===== src/rtl/mig_wr_frame_sched.sv =====
// mig_wr_frame_sched: upstream burst scheduler for the MIG write controller.
// Drains an FWFT pixel FIFO, slices each frame into bursts of BURST_LEN words,
// issues one-cycle wr_req pulses with address/length, and streams FIFO words.
// Optional build macro: MIG_WR_PINGPONG_EN (alternate frames between
// BASE_ADDR0 and BASE_ADDR1 and report the completed buffer on frame_sel).
module mig_wr_frame_sched #(
    parameter int          BURST_LEN   = 64,
    parameter int          FRAME_WORDS = 115200,
    parameter int          ADDR_STEP   = 8,
    parameter logic [27:0] BASE_ADDR0  = 28'h0000000,
    parameter logic [27:0] BASE_ADDR1  = 28'h0800000
) (
    input  logic         ui_clk,
    input  logic         rst_n,
    input  logic         init_calib_complete,
    input  logic [9:0]   fifo_rd_count,
    input  logic [127:0] fifo_rd_data,
    input  logic         fifo_empty,
    output logic         fifo_rd_en,
    output logic         wr_req,
    output logic [27:0]  wr_req_addr,
    output logic [15:0]  wr_length,
    output logic [127:0] wr_data,
    input  logic         wr_busy,
    input  logic         wr_data_valid,
    input  logic         wr_done,
    output logic         frame_done,
    output logic         frame_sel,
    output logic         err_underrun
);

    typedef enum logic [2:0] {
        ST_IDLE,
        ST_WAIT_DATA,
        ST_REQ,
        ST_BURST,
        ST_UPDATE
    } state_t;

    state_t      r_state;
    state_t      w_state_next;

    logic [31:0] r_words_done;
    logic [27:0] r_next_addr;
    logic [27:0] r_wr_req_addr;
    logic [15:0] r_wr_length;
    logic        r_err_underrun;

    logic [31:0] w_rem;
    logic [31:0] w_this_len;
    logic [31:0] w_words_sum;
    logic        w_data_ready;
    logic        w_frame_end;
    logic        w_latch;
    logic        w_update;
    logic        w_next_sel;
    logic [27:0] w_next_base;

    // Size of the upcoming burst: a full burst, or whatever is left of the frame.
    assign w_rem        = 32'(FRAME_WORDS) - r_words_done;
    assign w_this_len   = (w_rem < 32'(BURST_LEN)) ? w_rem : 32'(BURST_LEN);
    assign w_data_ready = ({22'd0, fifo_rd_count} >= w_this_len) && !wr_busy;
    assign w_words_sum  = r_words_done + {16'd0, r_wr_length};
    assign w_frame_end  = (w_words_sum >= 32'(FRAME_WORDS));
    assign w_next_base  = w_next_sel ? BASE_ADDR1 : BASE_ADDR0;

`ifdef MIG_WR_PINGPONG_EN
    logic r_cur_sel;
    logic r_frame_sel;

    // Buffer toggle: remember the finished buffer, then switch to the other one.
    always_ff @(posedge ui_clk) begin
        if (!rst_n) begin
            r_cur_sel   <= 1'b0;
            r_frame_sel <= 1'b0;
        end else if (w_update && w_frame_end) begin
            r_frame_sel <= r_cur_sel;
            r_cur_sel   <= ~r_cur_sel;
        end
    end

    assign w_next_sel = ~r_cur_sel;
    assign frame_sel  = r_frame_sel;
`else
    // Single buffer: every frame restarts at BASE_ADDR0.
    assign w_next_sel = 1'b0;
    assign frame_sel  = 1'b0;
`endif

    // State register.
    always_ff @(posedge ui_clk) begin
        if (!rst_n) begin
            r_state <= ST_IDLE;
        end else begin
            r_state <= w_state_next;
        end
    end

    // Next-state decode plus the per-state strobes. A busy controller during
    // REQ holds the request back so wr_req never overlaps wr_busy.
    always_comb begin
        w_state_next = r_state;
        wr_req       = 1'b0;
        w_latch      = 1'b0;
        w_update     = 1'b0;
        frame_done   = 1'b0;
        case (r_state)
            ST_IDLE: begin
                if (init_calib_complete) begin
                    w_state_next = ST_WAIT_DATA;
                end
            end
            ST_WAIT_DATA: begin
                if (w_data_ready) begin
                    w_latch      = 1'b1;
                    w_state_next = ST_REQ;
                end
            end
            ST_REQ: begin
                if (!wr_busy) begin
                    wr_req       = 1'b1;
                    w_state_next = ST_BURST;
                end
            end
            ST_BURST: begin
                if (wr_done) begin
                    w_state_next = ST_UPDATE;
                end
            end
            ST_UPDATE: begin
                w_update     = 1'b1;
                frame_done   = w_frame_end;
                w_state_next = ST_WAIT_DATA;
            end
            default: begin
                w_state_next = ST_IDLE;
            end
        endcase
    end

    // Burst bookkeeping: latch request fields, advance frame position, flag underrun.
    always_ff @(posedge ui_clk) begin
        if (!rst_n) begin
            r_words_done   <= 32'd0;
            r_next_addr    <= BASE_ADDR0;
            r_wr_req_addr  <= 28'd0;
            r_wr_length    <= 16'd0;
            r_err_underrun <= 1'b0;
        end else begin
            if (w_latch) begin
                r_wr_req_addr <= r_next_addr;
                r_wr_length   <= w_this_len[15:0];
            end
            if (w_update) begin
                if (w_frame_end) begin
                    r_words_done <= 32'd0;
                    r_next_addr  <= w_next_base;
                end else begin
                    r_words_done <= w_words_sum;
                    r_next_addr  <= r_next_addr + 28'({16'd0, r_wr_length} * 32'(ADDR_STEP));
                end
            end
            if (fifo_rd_en && fifo_empty) begin
                r_err_underrun <= 1'b1;
            end
        end
    end

    assign fifo_rd_en   = wr_data_valid && (r_state == ST_BURST);
    assign wr_data      = fifo_rd_data;
    assign wr_req_addr  = r_wr_req_addr;
    assign wr_length    = r_wr_length;
    assign err_underrun = r_err_underrun;

endmodule


===== config.mk =====
export PLATFORM = sky130hd
export DESIGN_NAME = mig_wr_frame_sched
export DESIGN_NICKNAME = d
export VERILOG_FILES = /design/src/rtl/mig_wr_frame_sched.sv
export SDC_FILE = /design/constraint.sdc
export NUM_CORES = 1
export LEC_CHECK = 0
export CAP_MARGIN = 20
export CORE_MARGIN = 3
export CORE_UTILIZATION = 44
export DETAILED_ROUTE_END_ITERATION = 8
export GPL_ROUTABILITY_DRIVEN = 1
export GPL_TIMING_DRIVEN = 1
export PLACE_DENSITY = 0.86
export SLEW_MARGIN = 10
export SYNTH_ARGS = -nofsm -noshare
export SYNTH_HDL_FRONTEND = slang
export SYNTH_SLANG_ARGS = --single-unit

===== constraint.sdc =====
create_clock -name ui_clk -period 13.6 [get_ports ui_clk]
set_clock_uncertainty 0.2 [all_clocks]
set_input_delay 1.36 -clock ui_clk [delete_from_list [all_inputs] [get_ports ui_clk]]
set_output_delay 1.36 -clock ui_clk [all_outputs]
set_load 0.05 [all_outputs]

After elaboration in Yosys (flattened, before gate mapping):

Index checks and enable logic that the tools add are counted.

* word-level logic and storage cells: 40
* register bits: 108
* output and inout port bits: 177

* eq/ne operators: 8
* add/sub/neg operators: 3
* magnitude comparators: 3
* muxes and demuxes: 14
* reduce and logical (&&, ||, !) cells: 6

Operators with widths (number)
* 32-bit two-way mux: 2
* 32-bit by 16-bit adder with 32-bit output: 1
* 10-bit by 32-bit >= comparator with 1-bit output: 1
* 32-bit by 17-bit >= comparator with 1-bit output, second input constant: 1
* 32-bit by 7-bit less-than comparator with 1-bit output, second input constant: 1
* 17-bit by 32-bit subtractor with 32-bit output, first input constant: 1
* 28-bit by 19-bit adder with 28-bit output: 1
* 28-bit two-way mux: 1
* 3-bit case mux with 5 select lines: 1
* 3-bit two-way mux: 4
* 2-bit inequality test, second input constant: 4
* 3-bit by 2-bit equality test with 1-bit output, second input constant: 2
* 1-bit two-way mux: 6
* 4-bit AND reduction: 1
* 3-bit by 1-bit equality test with 1-bit output, second input constant: 1
* 3-bit equality test, second input constant: 1
* 1-bit logical AND: 3
* 3-bit logical NOT: 1
* 1-bit logical NOT: 1

Longest topological paths before layout:

Gate-level depths: netlist of the first run.

* word-level depth: 7
* depth in mapped cells: 21
* mapped depth without buffers: 20

Worst setup path before layout of the first run:

Ideal clock, no wire load.

* kind: register to register
* start point: register r_words_done[2]
* end point: register r_wr_req_addr[10], in the netlist wr_req_addr[10]
* clock period less this slack: 4.919 ns
* arrival: 4.601 ns
* setup slack: 8.681 ns
* setup time: 0.117 ns
* stages on the path, launching flop included: 20
* cell sequence: dfxtp_1 -> or3_1 -> o31ai_4 -> a21oi_1 -> xnor2_1 -> or4_1 -> a21oi_1 -> nor4b_4 -> and2_1 -> ha_1 -> nand2b_1 -> a21o_1 -> a21o_1 -> a21o_1 -> a21oi_1 -> o21ai_1 -> nand2_1 -> clkbuf_1 -> mux2i_1 -> nor2b_1

* cells in the longest elaborated chain, start to end: 7

Ends and longest elaborated chain
* start, declared: line 43 `logic [31:0] r_words_done;`
* start signal, assigned: line 159 `r_words_done <= w_words_sum;`
* 17-bit by 32-bit subtractor with 32-bit output: line 60 `assign w_rem = 32'(FRAME_WORDS) - r_words_done;`
* 32-bit by 7-bit less-than comparator with 1-bit output: line 61 `assign w_this_len = (w_rem < 32'(BURST_LEN)) ? w_rem : 32'(BURST_LEN);`
* 32-bit two-way mux: line 61
* net w_this_len[0]: line 50 `logic [31:0] w_this_len;`
* 10-bit by 32-bit >= comparator with 1-bit output: line 62 `assign w_data_ready = ({22'd0, fifo_rd_count} >= w_this_len) && !wr_busy;`
* 1-bit logical AND: line 62
* 1-bit two-way mux: line 114 `if (w_data_ready) begin`
* 1-bit two-way mux: line 107 `case (r_state)`
* end signal, assigned: line 151 `r_wr_req_addr <= r_next_addr;`
* end, declared: line 45 `logic [27:0] r_wr_req_addr;`

The timed path passes the listed nets, and every way through them passes these cells.
A chain may end at the register's enable or synchronous reset.

Worst setup path after layout of the first run:

* start point: register r_words_done[0]
* end point: output frame_done

* cells in the longest elaborated chain, start to end: 3

Ends and longest elaborated chain
* 32-bit by 16-bit adder with 32-bit output: line 63 `assign w_words_sum = r_words_done + {16'd0, r_wr_length};`
* 32-bit by 17-bit >= comparator with 1-bit output: line 64 `assign w_frame_end = (w_words_sum >= 32'(FRAME_WORDS));`
* 1-bit two-way mux: line 107
* end, declared: line 27 `output logic frame_done,`

Every way passes these cells.

==> out/metrics.cfg, run 1 <==
[setup_path]
crit_type=reg2out
rrSetupSlack_ns=8.11
critPathMaxStageDelay_ns=0.72
worstPathRequired_ns=12.04
cp-startpoint=r_words_done[0]$_SDFFE_PN0P_
crit_end=frame_done
cp-end-kind=output port
crit_slowest_cell=clkdlybuf4s50_1
critPathLaunchType=register
path_max_fanout=7
reg2reg_to=wr_length[5]$_SDFFE_PN0P_
crit_arrival_ns=4.10
cpMostUsedCell=a21o_1
r2r-start=r_words_done[2]$_SDFFE_PN0P_
r2r_cells=18
path_cells=ha_1 -> inv_1 -> fa_1 -> nand2b_1 -> a21o_1 -> a21o_1 -> a41oi_1 -> o311ai_1 -> or4_1 -> a2bb2oi_1 -> o21ai_1 -> clkdlybuf4s50_1

[sta]
min_period_ns=5.66
fin_tns_setup_ns=0
setup_violations=0
hold_viol=0
final_max_slew_viol_count=0
period_share_pct=41.6
max_freq_mhz=177
max-slew-margin-rel_pct=30.3
timing_worst_slew_pin_value_ns=1.04
rsz0062_at_grt=no

[pwr]
leakagePower_uw=0.00322
ir_drop_v=0.0000599
powerDensity_nw_per_um2=82.6
power_uw=624

[clock_tree]
htree_num_levels=3
cts_hold_buf=0
post_cts_buffers=0
root_buffer=clkbuf_16
numCtsBuffers=9
cts.sinks=102
tritoncts=yes
clkLatencyLatePin_ns=0.35
clk_path_buf_depth=2
cts.clk_slew.worst_paths_ns=0.07
post_cts_resized=0

[yosys]
yosys-top-cells-area=dfxtp_1 (28%), buf_4 (14%), ha_1 (7.3%)
yosysTopAreaCell=dfxtp_1
synthArstFlopShare_pct=0
ys_seq_elements=102
netlist_area_sq_um=7400
yosysWarnings=0
ys_seq_area_share_pct=27.6
avgSynthCellArea_sq_um=8.44
ys_types=71
synth.top_cell.area_share_pct=27.6
synth_cells=877
synth_edf_count=0
ys_dominant_reg_cell=dfxtp_1

[detailed_routing]
initialDrtViolationCount=485
num_vias=5813
post_drt_wl_per_cell_um=16.3
wirelength_um=16500
dr.pass1.iters=5
antenna_left=0
via_per_inst=5.73
drc_errors=0

[finish]
diodes=0
fin_nets=985
fill_cells=1494
final_common_cell=dfxtp_1
layout_common_cells=dfxtp_1 (102), clkdlybuf4s50_1 (61), nand2_1 (53), nor2_1 (50), a21oi_1 (49)
multi_input_area_sq_um=4160
final_area_sq_um=7550
drive_above_1_share_pct=5.88
area_delta_synth_final_pct=2.08
seq_area_sq_um=2040

[placement]
dpl.hpwl_um=12000
routabilityCongestion=0.958
dpl-instance-area_sq_um=7220
numPortBuffers=61

[hold_path]
hold_class=reg2reg

[floorplan]
io_pins=322
dieArea_sq_um=18400
core_sq_um=16200
die_x_um=136
start_util_pct=45.8
fp.dieH_um=136
rows=46

[global_route]
antenna_found_initial=0
gr-total-overflow=0
grt_max_degree=53
grt_pass1_vias=5527
grt_use_total_pct=17.9
grt_pass1_wl_um=27100

[flow_run]
max_cap_violations=0

[run_status]
status=finished clean

where the power goes:
part / internal, uW / switching, uW
Clock: 180 / 115
Combinational: 12.2 / 16.8
Sequential: 299 / 1.43
stage by stage:
step	hold WS, ns	setup WS (ns)	std cells	utilization, %
2_1_floorplan	0.267	8.68	882	-
3_3_place_gp	0.268	8.29	999	44.6
3_5_place_dp	0.298	8.17	1000	44.6
4_1_cts	0.314	7.97	1015	46.7
5_1_grt	0.337	7.64	1015	46.7
6_report	0.310	7.94	1015	46.7
flip-flops by register name (all words and copies together), names as in the netlist:
signal        flops
err_underrun      1
r_next_addr      25
r_state           3
r_words_done     32
wr_length        16
wr_req_addr      25
area by class of cell:
| class | count | area share, % |
|---|---|---|
| clock inverter | 5 | 1.41 |
| timing repair buffer | 68 | 8.78 |
| inverter | 21 | 1.04 |
| tap | 216 | 3.58 |
| clock buffer | 10 | 3.03 |
| sequential | 102 | 27.0 |
| multi-input combinational | 593 | 55.1 |
Yosys cell counts (all sizes together) (8+ instances only):
master and count:
nand2 54, o21ai 19, a21oi 49, xnor2 35, a21o 15, buf 142
xor2 21, nor2b 33, nor3 17, or2 14, nand4 9, a22o 27
dfxtp 102, nand3 20, a31oi 9, nor2 51, o211ai 8, or3 8
nand2b 12, ha 43, a211oi 8, inv 21, mux2i 27, and3 24
clkbuf 24
worst min path at each step:
stage	from	endpoint	slack, ns	depth (start not counted)
2_1_floorplan	r_next_addr[17]$_SDFFE_PN0P_	r_next_addr[17]$_SDFFE_PN0P_	0.27	1
5_1_grt	r_next_addr[14]$_SDFFE_PN0P_	r_next_addr[14]$_SDFFE_PN0P_	0.34	1
4_1_cts	r_next_addr[9]$_SDFFE_PN0P_	r_next_addr[9]$_SDFFE_PN0P_	0.31	1
3_3_place_gp	err_underrun$_SDFFE_PN0P_	err_underrun$_SDFFE_PN0P_	0.27	2
3_5_place_dp	r_next_addr[9]$_SDFFE_PN0P_	r_next_addr[9]$_SDFFE_PN0P_	0.30	1
6_report	r_next_addr[9]$_SDFFE_PN0P_	r_next_addr[9]$_SDFFE_PN0P_	0.31	1
layer usage:
metal	part of all wire (%)	up-vias	routed length (um)	track usage, %
li1	-	2807	-	-
met3	6.3	69	1040	3.42
met2	46	200	7570	29.1
met1	44	2737	7230	22.5
met4	4.0	0	668	9.29
met5	0	-	0	0
worst max-delay path, delay by kind of cell, from the launching register on:
kind	cells	cell delay (ns)
compound gates	6	1.16
buf+inv	2	0.78
simple gates	2	0.78
fa+ha+maj	2	0.60
flops	1	0.43
kinds of logic after synthesis:
family	Yosys count	synth area share, %
and+or+nand+nor	266	19.2
xor gates and xnor gates	56	6.63
other	2	0.101
adders and majority gates	45	7.81
buffers and inverters	187	16.5
AOI/OAI and AO/OA	191	18.4
DFF	102	27.6
muxes	28	3.80
(Power assumes the default switching activity.)
==> inputs of run 2 (changes only) <==
Settings changed: CORE_UTILIZATION 44 to 43, PLACE_DENSITY 0.86 to 0.85.
Clock period 13.6 ns to 5.4 ns, I/O delays scaled along.
==> run 2 against run 1 <==
  * Cell count increased by 0.99%
  * Total power increased by 130%
  * Final area about the same
  * Routed wire length increased by 4.6%
  * Flip-flop and latch count unchanged
  * Non-clock buffer count increased by 5
  * Register-to-register slack got worse by 7.6 ns
  * Clock power increased by 120%
  * Sequential power increased to 2.5 times the previous value
  * First-iteration DRC count increased by 13%
  * Via count increased by 0.55%
  * Critical path type unchanged
==> out/metrics.cfg, run 2 (synthesis results as in run 1) <==
[sta]
period_share_pct=91.5
max-slew-margin-rel_pct=33.7  ; was 30.3%
fin_ws_ns=0.457  ; was 7.94 ns
hold_viol=0  ; unchanged
rsz0062_at_grt=no  ; unchanged
max_freq_mhz=202
timing_worst_slew_pin_value_ns=0.990  ; was 1.04 ns
min_period_ns=4.94
final_max_slew_viol_count=0  ; unchanged
setup_violations=0  ; unchanged
fin_tns_setup_ns=0  ; unchanged

[pwr]
power.share.switching_pct=23.7  ; was 21.3%
leakagePower_uw=0.00324  ; was 0.00322 uW
powerDensity_nw_per_um2=194  ; was 82.6 nW/um^2
power_uw=1460  ; was 624 uW
cell_internal_pwr_uw=1120  ; was 491 uW
p_seq_share_pct=51.7  ; was 48.2%
switchingPower_uw=348  ; was 133 uW
ir_drop_v=0.000135  ; was 0.0000599 V
clkPwrFrac_pct=43.4  ; was 47.2%
power_frac_comb_pct=4.9  ; was 4.6%

[setup_path]
crit_type=reg2out  ; unchanged
worstPathRequired_ns=4.66  ; was 12.04 ns
path_max_fanout=7  ; unchanged
crit_arrival_ns=4.20  ; was 4.10 ns
cp-end-kind=output port  ; unchanged
cp-startpoint=r_words_done[0]$_SDFFE_PN0P_  ; unchanged
r2r-start=r_words_done[2]$_SDFFE_PN0P_  ; unchanged
critPathLaunchType=register  ; unchanged

[clock_tree]
root_buffer=clkbuf_16  ; unchanged
post_cts_buffers=0  ; unchanged
cts_hold_buf=0  ; unchanged
post_cts_resized=0  ; unchanged
clkLatencyLatePin_ns=0.35  ; about the same
cts.clk_slew.worst_paths_ns=0.08  ; was 0.07 ns
tritoncts=yes  ; unchanged
numCtsBuffers=9  ; unchanged
clk_path_buf_depth=2  ; unchanged
htree_num_levels=3  ; unchanged
cts.sinks=102  ; unchanged

[global_route]
grt_use_total_pct=18.4  ; was 17.9%
grt_pass1_vias=5469  ; was 5527
gr-total-overflow=0  ; unchanged
grt_pass1_wl_um=27700  ; was 27100 um
grt_max_degree=53  ; unchanged
antenna_found_initial=0  ; unchanged

[floorplan]
io_pins=322  ; unchanged
start_util_pct=44.3  ; was 45.8%
core_sq_um=16700  ; was 16200 sq um
dieArea_sq_um=18800  ; was 18400 sq um
die_x_um=137  ; was 136 um
rows=47  ; was 46
fp.dieH_um=137  ; was 136 um

[placement]
numPortBuffers=61  ; unchanged
routabilityCongestion=0.936  ; was 0.958
post-place-ws_ns=0.629  ; was 8.17 ns
dpl.hpwl_um=12900  ; was 12000 um

[finish]
final_common_cell=dfxtp_1  ; unchanged
fin_nets=990  ; was 985
largest_register_ffs=32  ; unchanged
area_delta_synth_final_pct=2.11  ; was 2.08%
drive_above_1_share_pct=6.71  ; was 5.88%
fill_cells=1597  ; was 1494
layout_common_cells=dfxtp_1 (102), clkdlybuf4s50_1 (61), nand2_1 (53), nor2_1 (50), a21oi_1 (49)  ; unchanged
top_register=r_words_done  ; unchanged
fin_util_pct=45.2  ; was 46.7%
diodes=0  ; unchanged

[detailed_routing]
dr.pass1.iters=5  ; unchanged
antenna_left=0  ; unchanged
initialDrtViolationCount=548  ; was 485
wirelength_um=17300  ; was 16500 um
num_vias=5845  ; was 5813
drc_errors=0  ; unchanged
post_drt_wl_per_cell_um=16.8  ; was 16.3 um
via_per_inst=5.70  ; was 5.73

[run_status]
status=finished clean  ; unchanged

[flow_run]
max_cap_violations=0  ; unchanged

[hold_path]
hold_class=reg2reg  ; unchanged
min_from=err_underrun$_SDFFE_PN0P_  ; was r_next_addr[9]$_SDFFE_PN0P_

## run 2: cell types whose count changed in the layout (fill, tap and decap cells not counted), sizes merged
| cell | change |
|---|---|
| buf | +5 |
| clkinvlp | -1 |
| bufinv | -3 |
| clkinv | +4 |
| inv | +1 |
## run 2: worst paths after layout
path	endpoint	slack [ns]	depth (start not counted)
worst min-delay path	err_underrun$_SDFFE_PN0P_	0.30	2
worst min register to register	err_underrun$_SDFFE_PN0P_	0.30	2
worst max register to register	wr_length[5]$_SDFFE_PN0P_	0.55	19
worst max-delay path	frame_done	0.46	12
## run 2: power groups by stage
stage / combinational [uW] / sequential (uW) / clock (uW)
final: 71.7 / 757 / 636
after global routing: 78.6 / 757 / 678
after CTS: 71.8 / 757 / 648
after detailed placement: 71.4 / 774 / 0
after global placement: 70.6 / 774 / 0
after floorplan: 305 / 773 / 0
## run 2: worst max-delay path, cell delays in order (launching register included)
cell and delay (ns):
dfxtp_1 0.44, ha_1 0.23, inv_1 0.06, fa_1 0.37, nand2b_1 0.22, a21o_1 0.20, a21o_1 0.19, a41oi_1 0.21
o311ai_1 0.17, or4_1 0.57, a2bb2oi_1 0.28, o21ai_1 0.16, clkdlybuf4s50_1 0.73
## run 2: area by class of cell
| type | count | area, sq um | area share, % |
|---|---|---|---|
| inverters | 21 | 78.8 | 1.04 |
| repair buffers | 73 | 701 | 9.27 |
| clock buffers | 10 | 239 | 3.16 |
| well taps | 220 | 275 | 3.64 |
| clock inverters | 6 | 56.3 | 0.745 |
| multi-input cells | 593 | 4160 | 55.1 |
| flip-flops and latches | 102 | 2040 | 27.0 |
## run 2: through the flow
| stage | hold slack, ns | cell area, sq um | instances |
|---|---|---|---|
| detailed placement | 0.280 | 7260 | 1009 |
| global placement | 0.276 | 7260 | 1009 |
| floorplan | 0.267 | 7420 | 882 |
| CTS | 0.301 | 7560 | 1025 |
| finish | 0.296 | 7560 | 1025 |
| global route | 0.335 | 7560 | 1025 |
## run 2: per-layer routing
| metal | wire (um) | GRT usage (%) |
|---|---|---|
| met1 | 7200 | 21.7 |
| met2 | 8110 | 30.6 |
| met3 | 1170 | 4.67 |
| met4 | 793 | 9.70 |
| met5 | 0 | 0 |
